--- src/rtl/inst_fetch_pkg.sv ---
// Shared types and constants for the instruction-fetch stage.
// Holds the word width, the fetch FSM states and the FIFO entry layout.
package inst_fetch_pkg;

    localparam int XLEN = 32;

    typedef enum logic [0:0] {
        ST_RUN   = 1'b0,
        ST_FLUSH = 1'b1
    } fetch_state_e;

    typedef struct packed {
        logic [XLEN-1:0] pc;
        logic [XLEN-1:0] inst;
    } fetch_entry_t;

    function automatic logic [XLEN-1:0] word_align(input logic [XLEN-1:0] addr);
        return {addr[XLEN-1:2], 2'b00};
    endfunction

endpackage

--- src/rtl/inst_fetch_if.sv ---
// Bundle of the fetch stage's memory bus, redirect input and ID-stage handshake.
// The master side is the fetch stage; the slave side is its environment (memory + ID).
interface inst_fetch_if;

    logic                           mem_req;
    logic [inst_fetch_pkg::XLEN-1:0] mem_addr;
    logic                           mem_gnt;
    logic                           mem_rvalid;
    logic [inst_fetch_pkg::XLEN-1:0] mem_rdata;
    logic                           redirect_valid;
    logic [inst_fetch_pkg::XLEN-1:0] redirect_pc;
    logic                           id_valid;
    logic                           id_ready;
    logic [inst_fetch_pkg::XLEN-1:0] id_inst;
    logic [inst_fetch_pkg::XLEN-1:0] id_pc;

    modport master (
        output mem_req, mem_addr, id_valid, id_inst, id_pc,
        input  mem_gnt, mem_rvalid, mem_rdata, redirect_valid, redirect_pc, id_ready
    );

    modport slave (
        input  mem_req, mem_addr, id_valid, id_inst, id_pc,
        output mem_gnt, mem_rvalid, mem_rdata, redirect_valid, redirect_pc, id_ready
    );

endinterface

--- src/rtl/inst_fetch_fifo.sv ---
// Registered FIFO of {pc, inst} words between the memory response and the ID stage.
// Flush has priority over push/pop; push while full is accepted only with a concurrent pop.
module inst_fetch_fifo
    import inst_fetch_pkg::*;
#(
    parameter int DEPTH = 2
) (
    input  logic                     clk,
    input  logic                     rst,
    input  logic                     push,
    input  fetch_entry_t             push_data,
    input  logic                     pop,
    input  logic                     flush,
    output fetch_entry_t             head,
    output logic [$clog2(DEPTH):0]   count,
    output logic                     empty
);

    localparam int PW = $clog2(DEPTH);
    localparam int CW = PW + 1;
    localparam logic [CW-1:0] DEPTH_C = CW'(DEPTH);

    fetch_entry_t  mem_q [DEPTH];
    fetch_entry_t  mem_d [DEPTH];
    logic [PW-1:0] wr_ptr_q, wr_ptr_d;
    logic [PW-1:0] rd_ptr_q, rd_ptr_d;
    logic [CW-1:0] count_q, count_d;
    logic          do_push_s, do_pop_s, full_s;

    // Next-state of storage, pointers and occupancy.
    always_comb begin
        full_s    = (count_q == DEPTH_C);
        do_pop_s  = pop && (count_q != {CW{1'b0}});
        do_push_s = push && (!full_s || do_pop_s);
        mem_d     = mem_q;
        wr_ptr_d  = wr_ptr_q;
        rd_ptr_d  = rd_ptr_q;
        count_d   = count_q;
        if (flush) begin
            wr_ptr_d = {PW{1'b0}};
            rd_ptr_d = {PW{1'b0}};
            count_d  = {CW{1'b0}};
        end else begin
            if (do_push_s) begin
                mem_d[wr_ptr_q] = push_data;
                wr_ptr_d        = wr_ptr_q + PW'(1);
            end else begin
                wr_ptr_d = wr_ptr_q;
            end
            if (do_pop_s) begin
                rd_ptr_d = rd_ptr_q + PW'(1);
            end else begin
                rd_ptr_d = rd_ptr_q;
            end
            case ({do_push_s, do_pop_s})
                2'b10:   count_d = count_q + CW'(1);
                2'b01:   count_d = count_q - CW'(1);
                default: count_d = count_q;
            endcase
        end
    end

    // Storage and pointer registers.
    always_ff @(posedge clk or negedge rst) begin
        if (!rst) begin
            for (int i = 0; i < DEPTH; i++) begin
                mem_q[i] <= '0;
            end
            wr_ptr_q <= {PW{1'b0}};
            rd_ptr_q <= {PW{1'b0}};
            count_q  <= {CW{1'b0}};
        end else begin
            mem_q    <= mem_d;
            wr_ptr_q <= wr_ptr_d;
            rd_ptr_q <= rd_ptr_d;
            count_q  <= count_d;
        end
    end

    assign head  = mem_q[rd_ptr_q];
    assign count = count_q;
    assign empty = (count_q == {CW{1'b0}});

endmodule

--- src/rtl/inst_fetch.sv ---
// Instruction-fetch stage: owns the PC, issues in-order word reads, buffers returned words
// and hands {inst, pc} to ID. Redirects flush the buffer and drain stale in-flight reads.
module inst_fetch
    import inst_fetch_pkg::*;
#(
    parameter logic [XLEN-1:0] RESET_PC  = 32'h0000_0000,
    parameter int              DEPTH     = 2,
    parameter logic [XLEN-1:0] IDLE_INST = 32'h0000_0000
) (
    input  logic          clk,
    input  logic          rst,
    inst_fetch_if.master  bus
);

    localparam int PW = $clog2(DEPTH);
    localparam int CW = PW + 1;
    localparam logic [CW:0] DEPTH_SUM = (CW+1)'(DEPTH);

    fetch_state_e    state_q, state_d;
    logic [XLEN-1:0] fetch_pc_q, fetch_pc_d;
    logic [CW-1:0]   outstanding_q, outstanding_d;
    logic [CW-1:0]   discard_q, discard_d;
    logic [XLEN-1:0] pcq_q [DEPTH];
    logic [XLEN-1:0] pcq_d [DEPTH];
    logic [PW-1:0]   pcq_wr_q, pcq_wr_d;
    logic [PW-1:0]   pcq_rd_q, pcq_rd_d;

    logic            mem_req_s, hs_s, rv_s, push_s, pop_s, id_valid_s, fifo_empty_s;
    logic [CW-1:0]   fifo_count_s;
    fetch_entry_t    head_s, push_data_s;

    // FSM state register.
    always_ff @(posedge clk or negedge rst) begin
        if (!rst) begin
            state_q <= ST_RUN;
        end else begin
            state_q <= state_d;
        end
    end

    // FSM next state: FLUSH while stale responses are still owed by memory.
    always_comb begin
        state_d = state_q;
        case (state_q)
            ST_RUN: begin
                if (bus.redirect_valid && (outstanding_d != {CW{1'b0}})) begin
                    state_d = ST_FLUSH;
                end else begin
                    state_d = ST_RUN;
                end
            end
            ST_FLUSH: begin
                if (discard_d == {CW{1'b0}}) begin
                    state_d = ST_RUN;
                end else begin
                    state_d = ST_FLUSH;
                end
            end
            default: state_d = ST_RUN;
        endcase
    end

    // FSM output: request only when the words already owed plus buffered still fit the FIFO.
    always_comb begin
        if (rst && (state_q == ST_RUN) && !bus.redirect_valid &&
            (({1'b0, outstanding_q} + {1'b0, fifo_count_s}) < DEPTH_SUM)) begin
            mem_req_s = 1'b1;
        end else begin
            mem_req_s = 1'b0;
        end
    end

    // Datapath: PC, in-flight/discard counters, request PC queue, FIFO controls.
    always_comb begin
        hs_s          = mem_req_s && bus.mem_gnt;
        rv_s          = bus.mem_rvalid && (outstanding_q != {CW{1'b0}});
        pop_s         = id_valid_s && bus.id_ready;
        push_s        = rv_s && (discard_q == {CW{1'b0}}) && !bus.redirect_valid;
        outstanding_d = outstanding_q + CW'(hs_s) - CW'(rv_s);
        pcq_d         = pcq_q;
        if (hs_s) begin
            pcq_d[pcq_wr_q] = fetch_pc_q;
            pcq_wr_d        = pcq_wr_q + PW'(1);
        end else begin
            pcq_wr_d = pcq_wr_q;
        end
        // Stale entries leave the PC queue as their responses arrive, so no queue flush is needed.
        if (rv_s) begin
            pcq_rd_d = pcq_rd_q + PW'(1);
        end else begin
            pcq_rd_d = pcq_rd_q;
        end
        if (bus.redirect_valid) begin
            fetch_pc_d = word_align(bus.redirect_pc);
            discard_d  = outstanding_d;
        end else begin
            if (hs_s) begin
                fetch_pc_d = fetch_pc_q + 32'd4;
            end else begin
                fetch_pc_d = fetch_pc_q;
            end
            if (rv_s && (discard_q != {CW{1'b0}})) begin
                discard_d = discard_q - CW'(1);
            end else begin
                discard_d = discard_q;
            end
        end
        push_data_s.pc   = pcq_q[pcq_rd_q];
        push_data_s.inst = bus.mem_rdata;
    end

    // Datapath registers.
    always_ff @(posedge clk or negedge rst) begin
        if (!rst) begin
            fetch_pc_q    <= RESET_PC;
            outstanding_q <= {CW{1'b0}};
            discard_q     <= {CW{1'b0}};
            pcq_wr_q      <= {PW{1'b0}};
            pcq_rd_q      <= {PW{1'b0}};
            for (int i = 0; i < DEPTH; i++) begin
                pcq_q[i] <= '0;
            end
        end else begin
            fetch_pc_q    <= fetch_pc_d;
            outstanding_q <= outstanding_d;
            discard_q     <= discard_d;
            pcq_wr_q      <= pcq_wr_d;
            pcq_rd_q      <= pcq_rd_d;
            pcq_q         <= pcq_d;
        end
    end

    inst_fetch_fifo #(
        .DEPTH (DEPTH)
    ) u_fifo (
        .clk       (clk),
        .rst       (rst),
        .push      (push_s),
        .push_data (push_data_s),
        .pop       (pop_s),
        .flush     (bus.redirect_valid),
        .head      (head_s),
        .count     (fifo_count_s),
        .empty     (fifo_empty_s)
    );

    assign id_valid_s   = !fifo_empty_s;
    assign bus.mem_req  = mem_req_s;
    assign bus.mem_addr = fetch_pc_q;
    assign bus.id_valid = id_valid_s;
    assign bus.id_inst  = id_valid_s ? head_s.inst : IDLE_INST;
    assign bus.id_pc    = id_valid_s ? head_s.pc   : RESET_PC;

endmodule

--- src/flat_wrapper.sv ---
// flat-port wrapper written by rule: the top's interface ports become plain ports
module inst_fetch_flat import inst_fetch_pkg::*;
#(
    parameter logic [XLEN-1:0] RESET_PC  = 32'h0000_0000,
    parameter int              DEPTH     = 2,
    parameter logic [XLEN-1:0] IDLE_INST = 32'h0000_0000
)
  (clk, rst, bus_mem_req, bus_mem_addr, bus_id_valid, bus_id_inst, bus_id_pc, bus_mem_gnt, bus_mem_rvalid, bus_mem_rdata, bus_redirect_valid, bus_redirect_pc, bus_id_ready);
  inst_fetch_if bus_i ();
  input  logic clk;
  input  logic rst;
  output wire logic [$bits(bus_i.mem_req)-1:0] bus_mem_req;
  output wire logic [$bits(bus_i.mem_addr)-1:0] bus_mem_addr;
  output wire logic [$bits(bus_i.id_valid)-1:0] bus_id_valid;
  output wire logic [$bits(bus_i.id_inst)-1:0] bus_id_inst;
  output wire logic [$bits(bus_i.id_pc)-1:0] bus_id_pc;
  input wire logic [$bits(bus_i.mem_gnt)-1:0] bus_mem_gnt;
  input wire logic [$bits(bus_i.mem_rvalid)-1:0] bus_mem_rvalid;
  input wire logic [$bits(bus_i.mem_rdata)-1:0] bus_mem_rdata;
  input wire logic [$bits(bus_i.redirect_valid)-1:0] bus_redirect_valid;
  input wire logic [$bits(bus_i.redirect_pc)-1:0] bus_redirect_pc;
  input wire logic [$bits(bus_i.id_ready)-1:0] bus_id_ready;
  assign bus_mem_req = bus_i.mem_req;
  assign bus_mem_addr = bus_i.mem_addr;
  assign bus_id_valid = bus_i.id_valid;
  assign bus_id_inst = bus_i.id_inst;
  assign bus_id_pc = bus_i.id_pc;
  assign bus_i.mem_gnt = bus_mem_gnt;
  assign bus_i.mem_rvalid = bus_mem_rvalid;
  assign bus_i.mem_rdata = bus_mem_rdata;
  assign bus_i.redirect_valid = bus_redirect_valid;
  assign bus_i.redirect_pc = bus_redirect_pc;
  assign bus_i.id_ready = bus_id_ready;
  inst_fetch #(.RESET_PC(RESET_PC), .DEPTH(DEPTH), .IDLE_INST(IDLE_INST)) u_core (.clk(clk), .rst(rst), .bus(bus_i));
endmodule
--- config.mk ---
export PLATFORM = sky130hd
export DESIGN_NAME = inst_fetch_flat
export DESIGN_NICKNAME = d
export VERILOG_FILES = /design/src/rtl/inst_fetch_pkg.sv /design/src/rtl/inst_fetch_if.sv /design/src/rtl/inst_fetch_fifo.sv /design/src/rtl/inst_fetch.sv /design/src/flat_wrapper.sv
export SDC_FILE = /design/constraint.sdc
export NUM_CORES = 1
export LEC_CHECK = 0
export BUFFER_PORTS_ARGS = -buffer_cell sky130_fd_sc_hd__buf_2
export CAP_MARGIN = 10
export CORE_ASPECT_RATIO = 0.8
export CORE_MARGIN = 3
export CORE_UTILIZATION = 35
export CTS_CLUSTER_SIZE = 16
export DETAILED_ROUTE_END_ITERATION = 7
export HOLD_SLACK_MARGIN = 0.08
export PLACE_DENSITY = 0.66
export SYNTH_ARGS = -nofsm -noshare
export SYNTH_HDL_FRONTEND = slang
export SYNTH_SLANG_ARGS = --single-unit
--- constraint.sdc ---
create_clock -name clk -period 7.5 [get_ports clk]
set_input_delay 1.5 -clock clk [delete_from_list [all_inputs] [get_ports clk]]
set_output_delay 1.5 -clock clk [all_outputs]
set_load 0.02 [all_outputs]
==> flow_summary.yaml <==
floorplanning:
  ios: 168
  die_height_um: 161
  die_w_um: 199
  core_mm2: 0.0288
  die-area_mm2: 0.0320
  core.rowCount: 55
  start_util_pct: 36.2
min_path:
  hold_start: "u_core.u_fifo.mem_q[37]$_DFFE_PN0P_"
  hold_end: "u_core.u_fifo.mem_q[37]$_DFFE_PN0P_"
  min_delay_path_depth: 2
  worst_hold_path_type: "flop to flop"
clocking:
  clock_latency_ps: 510
  cts_resized: 0
  cts-root-buf: "clkbuf_16"
  cts_setup_buffers: 0
  cts_buffer_depth: 3
  numCtsBuffers: 25
  cts_tree: "done"
  path_clk_slew_ps: 60
  hold_buffers: 0
  ctsHtreeMaxLevel: 1
  cts.sinks: 225
timing:
  hold_viol: 0
  slew_violations: 0
  finClkSkew_ps: 9.05
  fmax_mhz: 236
  final.period_utilization_pct: 56.4
  finalSetupTns_ps: 0
  maxSlewHeadroom_pct: 25.5
  rsz0062_at_grt: "no"
  worstMarginPinSlew_ps: 1120
  setup_viol: 0
  whs_ps: 477
  final.setup.worst_slack_ps: 3270
  layout_min_cycle_time_ps: 4230
logic_synthesis:
  synthCells: 909
  synth_area_leaders: "dfrtp_1, mux2_2, mux2i_1, nor2_1, o21ai_0"
  synth_seq_cells: 225
  yosysUniqueCellTypes: 53
  async_flop_share_pct: 100
  synth_warnings: 0
  yosys_most_used_dff: "dfrtp_1"
  synth.yosys.seq_area_share_pct: 53.9
  synth_area_mm2: 0.0104
  netlist.area_leader.share_pct: 53.9
  yosysTopAreaCell: "dfrtp_1"
  synth_edf_count: 0
  postSynthAreaPerCell_um2: 11.5
setup_path:
  worstReg2RegEnd: "u_core.pcq_q[40]$_DFFE_PN0P_"
  crit_path_max_incr_delay_ps: 410
  crit_fanout: 81
  reg2reg_slack_ps: 4190
  arrival_ps: 2730
  worst_path_max_delay_cell: "buf_8"
  cp_cell_sequence: "buf_8, nor4b_4, nor2b_1, buf_2"
  end_kind: "output port"
  critPathKind: "primary input to output port"
  required_ps: 6000
  r2r_start: "u_core.u_fifo.count[0]$_DFFE_PN0P_"
  cp-start-kind: "primary input"
  path_buf_inv: 2
  r2r.worst_path.cells: 7
  path_delay_family: "buffers and inverters"
route:
  vias_per_cell: 5.09
  wl_per_cell_um: 17.7
  drt_wl_total_um: 25400
  drt_iter0_drc: 317
  dr.pass1.iters: 4
  drc: 0
  num_vias: 7310
  ant_nets: 0
finish:
  post-route-util_pct: 42.6
  stdcell_count: 1436
  n_antenna_cell: 0
  mostFrequentLayoutCell: "dfrtp_1"
  final_cell_mix: "dfrtp_1, buf_2, nor2_1, mux2_2, mux2i_1"
  nets: 1125
  drive_gt1_share_pct: 30.9
  area_growth_pct: 17.6
global_route:
  overflow: 0
  grt_pass1_wl_um: 40600
  grt_antenna_before_repair: 2
  grt_pass1_vias: 7321
  grtUsageTotal_pct: 15.7
  grt_max_degree: 86
power:
  peakVddDrop_uv: 199
  power_density_mw_per_mm2: 338
  p_leak_nw: 5.72
place:
  dp.final_hpwl_um: 16600
  finalWeightedCongestion: 0.792
  io_buffer_count: 161
  placed_cells: 1393
  dpl_worst_slack_ps: 3130
run:
  maxCapViolations: 0
status:
  status: "finished, final reports clean"
==> metal layers <==
metal | vias to the layer above | track usage, % | share of wire (%) | wire (µm)
met3 | 39 | 2.87 | 5.1 | 1290
met4 | 4 | 3.07 | 1.8 | 468
met2 | 170 | 24.4 | 44 | 11200
li1 | 3479 | - | - | -
met5 | - | 0 | 0.071 | 18
met1 | 3618 | 23.1 | 49 | 12500
==> worst min-delay path, stage by stage, from the launching register on <==
cell and delay (ps):
dfrtp_1 340, nand2_1 50, o21ai_0 60
==> registers in the layout (all words and copies together) (netlist names) <==
name,cells
u_core.bus.mem_addr,30
u_core.discard_q,2
u_core.outstanding_q,2
u_core.pcq_q,60
u_core.pcq_rd_q,1
u_core.pcq_wr_q,1
u_core.state_q,1
u_core.u_fifo.count,2
u_core.u_fifo.mem_q,124
u_core.u_fifo.rd_ptr_q,1
u_core.u_fifo.wr_ptr_q,1
==> synth_stat cells (all sizes together), types with 2 or more instances <==
master and number:
nor2 112, mux2 122, nor2b 6, a221o 6, xor2 4, o211ai 9, clkbuf 24, inv 12
ha 4, and4 2, nor3 4, and3 2, nand4 11, nand2b 3, a22oi 4, nor4 3
buf 37, nor3b 3, a21oi 36, and2 5, nand3b 8, mux2i 94, a41oi 2, o311ai 7
xnor2 7, a211oi 2, dfrtp 225, o21ai 61, nand2 69, a31oi 5, nand3 14
==> stage by stage <==
stage | power, W | area [µm²]
after floorplan | 0.00270 | 10500
after global placement | 0.00296 | 11500
after detailed placement | 0.00301 | 11500
after CTS | 0.00422 | 12300
after global routing | 0.00443 | 12300
final | 0.00415 | 12300
==> logic make-up after synthesis <==
logic type | Yosys count | synth area share [%]
compound gates | 134 | 7.55
xor+xnor | 11 | 0.922
other cells | 1 | 0.0359
mux | 216 | 22.2
simple gates | 244 | 11.1
buf+inv | 73 | 3.71
flops | 225 | 53.9
fa+ha+maj | 5 | 0.671
==> worst max path at each step <==
| stage | from | end | slack (ps) | cells after the start |
|---|---|---|---|---|
| 2_1_floorplan | bus_redirect_valid | bus_mem_req | 3680 | 3 |
| 3_3_place_gp | rst | u_core.pcq_q[63]$_DFFE_PN0P_ | 3150 | 6 |
| 3_5_place_dp | rst | u_core.pcq_q[63]$_DFFE_PN0P_ | 3130 | 6 |
| 4_1_cts | rst | bus_mem_req | 3200 | 4 |
| 5_1_grt | rst | bus_mem_req | 3120 | 4 |
| 6_report | rst | bus_mem_req | 3270 | 4 |
==> power breakdown <==
group          leakage [nW]  switching [W]  internal (W)
combinational          2.46       0.000485      0.000523
clock                 0.388       0.000482      0.000703
sequential             2.87       0.000309       0.00165
==> layout make-up <==
type                    count  area (µm²)
clock buffers              37         731
inverters                  12        45.0
multi-input cells         614        4460
well taps                 370         463
repair buffers            172         898
clock inverters             6        57.6
fillers                  2758       16500
flip-flops and latches    225        5640
No activity file was read; power rests on OpenSTA's default activity.
